--- src/rtl/fifo_pkg.sv ---
// Shared definitions for the synchronous FIFO family and its adapters.
package fifo_pkg;

  localparam int SKID_DEPTH = 2;

  // Skid-buffer occupancy; legal values are 0..SKID_DEPTH.
  typedef logic [1:0] occ_t;

endpackage

--- src/rtl/fifo_skid_buf.sv ---
// Two-entry register FIFO that decouples the stream output from the FIFO read port.
module fifo_skid_buf
  import fifo_pkg::*;
#(
  parameter int WIDTH = 8
) (
  input  logic             clk,
  input  logic             rstn,
  input  logic             clear,
  input  logic             push,
  input  logic [WIDTH-1:0] push_data,
  input  logic             pop,
  output logic [WIDTH-1:0] head,
  output logic [1:0]       occ
);

  occ_t             occ_q;
  logic [WIDTH-1:0] head_q;
  logic [WIDTH-1:0] tail_q;
  logic             do_push;
  logic             do_pop;

  // A push into a full buffer is only legal when the head leaves in the same cycle.
  assign do_push = push && ((occ_q != occ_t'(SKID_DEPTH)) || pop);
  assign do_pop  = pop && (occ_q != 2'd0);

  // NOTE: sequential state uses non-blocking assignments so every register
  // samples its pre-edge value, independent of statement order.
  always_ff @(posedge clk) begin
    if (!rstn) begin
      // NOTE: the data entries are reset as well, not just occupancy, so the
      // stream output reads zero while the reader is held in reset.
      occ_q  <= '0;
      head_q <= '0;
      tail_q <= '0;
    end else if (clear) begin
      occ_q <= '0;
    end else begin
      unique case ({do_push, do_pop})
        2'b10: begin
          if (occ_q == 2'd0) head_q <= push_data;
          else               tail_q <= push_data;
          occ_q <= occ_q + 2'd1;
        end
        2'b01: begin
          head_q <= tail_q;
          occ_q  <= occ_q - 2'd1;
        end
        2'b11: begin
          // Occupancy is unchanged; the new word lands behind whatever remains.
          if (occ_q == 2'd1) begin
            head_q <= push_data;
          end else begin
            head_q <= tail_q;
            tail_q <= push_data;
          end
        end
        default: ;
      endcase
    end
  end

  assign head = head_q;
  assign occ  = occ_q;

endmodule

--- src/rtl/fifo_stream_reader.sv ---
// Drains a synchronous FIFO (1-cycle read latency) into a valid/ready stream
// at up to one word per cycle, with flush and a completed-beat counter.
module fifo_stream_reader
  import fifo_pkg::*;
#(
  parameter int WIDTH = 8,
  parameter int CNT_W = 16
) (
  input  logic             clk,
  input  logic             rstn,
  input  logic             enable,
  input  logic             flush,
  input  logic             fifo_empty,
  output logic             fifo_rd_en,
  input  logic [WIDTH-1:0] fifo_data,
  output logic             m_valid,
  input  logic             m_ready,
  output logic [WIDTH-1:0] m_data,
  output logic [CNT_W-1:0] xfer_count
);

  logic       inflight;
  logic       drop;
  logic       pop;
  logic       push;
  logic [1:0] occ;
  logic [2:0] demand;

  assign pop = m_valid & m_ready;

  // Words already owned by the reader after this cycle's pop; pop implies
  // occ >= 1, so the 3-bit difference never goes negative.
  assign demand = 3'(occ) + 3'(inflight) - 3'(pop);

  assign fifo_rd_en = rstn & enable & ~flush & ~fifo_empty
                    & (demand < 3'(SKID_DEPTH));

  // A word returning during a flush, or just after one, is discarded.
  assign push = inflight & ~drop & ~flush;

  assign m_valid = (occ != 2'd0);

  always_ff @(posedge clk) begin
    if (!rstn) begin
      inflight   <= 1'b0;
      drop       <= 1'b0;
      xfer_count <= '0;
    end else begin
      // fifo_rd_en already includes !fifo_empty, so it marks an accepted read.
      inflight <= fifo_rd_en;
      drop     <= flush;
      if (pop) xfer_count <= xfer_count + CNT_W'(1);
    end
  end

  fifo_skid_buf #(
    .WIDTH (WIDTH)
  ) u_skid (
    .clk       (clk),
    .rstn      (rstn),
    .clear     (flush),
    .push      (push),
    .push_data (fifo_data),
    .pop       (pop),
    .head      (m_data),
    .occ       (occ)
  );

endmodule

--- config.mk ---
export PLATFORM = sky130hd
export DESIGN_NAME = fifo_stream_reader
export DESIGN_NICKNAME = d
export VERILOG_FILES = /design/src/rtl/fifo_pkg.sv /design/src/rtl/fifo_skid_buf.sv /design/src/rtl/fifo_stream_reader.sv
export SDC_FILE = /design/constraint.sdc
export NUM_CORES = 1
export LEC_CHECK = 0
export BUFFER_PORTS_ARGS = -buffer_cell sky130_fd_sc_hd__buf_4
export CAP_MARGIN = 20
export CORE_ASPECT_RATIO = 0.6
export CORE_MARGIN = 2
export CORE_UTILIZATION = 40
export DETAILED_ROUTE_END_ITERATION = 16
export GPL_ROUTABILITY_DRIVEN = 1
export HOLD_SLACK_MARGIN = 0.05
export PLACE_DENSITY = 0.65
export SYNTH_ARGS = -nofsm -noshare
export SYNTH_HDL_FRONTEND = slang
export SYNTH_SLANG_ARGS = --single-unit
export TNS_END_PERCENT = 20
--- constraint.sdc ---
create_clock -name clk -period 2.5 [get_ports clk]
set_input_delay 0.5 -clock clk [delete_from_list [all_inputs] [get_ports clk]]
set_output_delay 0.5 -clock clk [all_outputs]
set_load 0.02 [all_outputs]
==> results.toml <==
[die]
rows = 18
initial_utilization = 0.413
coreArea_um2 = 4080
dieWidth_um = 87.8
die_h_um = 54.3
pin_count = 40
die-area_um2 = 4760

[synth]
synth_top_area_frac = 0.428
synthArstFlopShare = 0
synthCells = 182
synth-edff-count = 0
synthDistinctLibCells = 38
yosysTopAreaCell = "dfxtp_1"
synthTopCellsByArea = "dfxtp_1 43%, nor2_1 7.4%, ha_1 5.9%"
yosys_warnings = 0
ys.flop_type = "dfxtp_1"
syn_area_per_cell_um2 = 9.25
syn-num-nets = 205
syn_area_um2 = 1680
ys_seq_elements = 36
yosysSeqAreaShare = 0.428

[route]
drtIter0Drc = 54
via_per_inst = 4.83
remaining_drc_errors = 0
routedWlPerCell_um = 12.9
via_count = 1445
routed_wl_mm = 3.87
antenna_left = 0
dr.pass1.iters = 4

[global_route]
grt_pass1_vias = 1344
grt_usage = 0.180
grt_pass1_wl_mm = 6.39
grt_remaining_overflow = 0
grt_max_degree = 25
antenna_found_initial = 0

[cts]
clockBufferDepth = 2
cts_tree = "done"
clock_latency_ps = 290
cts_sinks = 36
h-tree-depth = 2
cts_buffers = 5
cts_hold_buffers = 0
cts_root_buf = "clkbuf_8"
path_clk_slew_ps = 70

[placement]
placed_cells = 286
place.gp.congestion = 0.794
hpwlAfterDp_mm = 2.72
port_buffers = 39

[timing]
tightest_slew_ps = 746
finalSetupViolations = 1
hold_viol = 0
drv_slew = 0
fin_skew_ps = 4.57
min_period_ps = 2560
fin_ws_ps = -64.3
rsz0062_at_grt = "yes"
finalSetupTns_ps = -64.3
fmax_mhz = 390
slew_headroom = 0.502
fin_crit_sh = 1.03

[finish]
final_cell_mix = "51 x buf_4, 34 x dfxtp_1, 31 x nor2_1"
area_growth_pct = 38.8
fin_util = 0.573
n_antenna_cell = 0
layout_commonest_cell = "buf_4"
final_cells = 299
finalNetCount = 261
final_layout_size_suffix_gt1_frac = 0.356

[setup_path]
reg2reg_to = "u_skid.head[4]"
critPathLaunch = "u_skid.occ[0]"
rr_worst_depth = 13
cp.arrival_ps = 2060
crit_path_max_fanout = 3
crit_type = "flip-flop to output pin"
start_kind = "flip-flop"
rrSetupSlack_ps = 170
worstSetupEndpointType = "output pin"
r2r-start = "u_skid.occ[0]"
crit_required_ps = 2000

[min_path]
hp-class = "primary input to flip-flop"
hold_end = "inflight"
hold_depth = 2
hold_start = "fifo_empty"

[outcome]
violations = "negative setup slack"
status = "complete, but fails checks"

[pwr]
p_per_area_nw_per_um2 = 500
p_leak_nw = 0.952
peakVddDrop_mv = 0.337

[run]
max-cap-violations = 0
-- sequential cells by signal (all words and copies together) (netlist names) --
name and count:
inflight 1, u_skid.head 8, xfer_count 16, u_skid.tail_q 8, u_skid.occ 2, drop 1
-- power breakdown --
group          leakage (nW)  internal [mW]  switching, mW
sequential            0.292          0.579        0.00357
clock                0.0552          0.296          0.208
combinational         0.605         0.0374         0.0430
-- metal layers --
metal  up-vias  track usage  wire (µm)  part of all wire
met5         -            0          0                 0
met4         0       0.0385         13            0.0034
met3         2       0.0649        179             0.046
met2        27        0.263       1550              0.40
met1       659        0.256       2130              0.55
li1        757            -          -                 -
-- worst max path at each step --
| stage | endpoint |
|---|---|
| after detailed placement | fifo_rd_en |
| after global routing | fifo_rd_en |
| after global placement | fifo_rd_en |
| after floorplan | fifo_rd_en |
| after CTS | fifo_rd_en |
| final | fifo_rd_en |
-- worst max-delay path, cell delays in order, from the launching register on --
cell      delay [ps]
dfxtp_2          320
inv_2             80
ha_4             150
inv_4             40
nand2_4           80
clkinv_4          60
nor2_4            70
o21ai_2           60
fa_2             540
nand2_2           80
nor4_4           130
buf_4            170
-- final cells by class --
cell class / instances / area [µm²]
fill: 374 / 1740
multi-input combinational: 136 / 1000
sequential: 36 / 723
timing repair buffer: 52 / 394
tap: 60 / 75.1
clock buffer: 6 / 72.6
clock inverter: 2 / 35.0
inverter: 7 / 33.8
-- timing repair --
item                                    in CTS  in global routing
cloned                                       0                  0
endpoints found under the setup margin       1                 17
setup buffers                                4                  1
pin swaps                                    6                  3
gates resized for setup                      9                  4
-- logic make-up after synthesis --
logic type,after synthesis,synth area share
buf+inv,10,0.0223
mux,8,0.0476
fa+ha+maj,9,0.0713
compound gates,31,0.126
xor+xnor,15,0.0780
flops,36,0.428
simple gates,73,0.227
-- through the flow --
step | setup WS (ps) | power (mW) | hold WS (ps) | area, µm²
floorplan | 14.9 | 0.633 | 461 | 1730
global placement | 85.7 | 0.671 | 476 | 2150
detailed placement | 49.4 | 0.672 | 478 | 2150
CTS | -153 | 1.18 | 397 | 2320
global route | -159 | 1.21 | 394 | 2340
finish | -64.3 | 1.17 | 409 | 2340
-- cell usage after synthesis (2+ instances only) --
| master | count |
|---|---|
| a21oi_1 | 4 |
| a221oi_1 | 8 |
| nand2_1 | 12 |
| nand3_1 | 2 |
| dfxtp_1 | 36 |
| a211oi_1 | 2 |
| xor2_1 | 9 |
| xnor2_1 | 6 |
| nor4_1 | 4 |
| nand2b_1 | 2 |
| o21ai_0 | 11 |
| and4_1 | 2 |
| nand4_1 | 5 |
| buf_1 | 2 |
| mux2i_1 | 8 |
| ha_1 | 8 |
| inv_1 | 6 |
| nor3_1 | 3 |
| nor2_1 | 33 |
No activity file was read; power rests on OpenSTA's default activity.
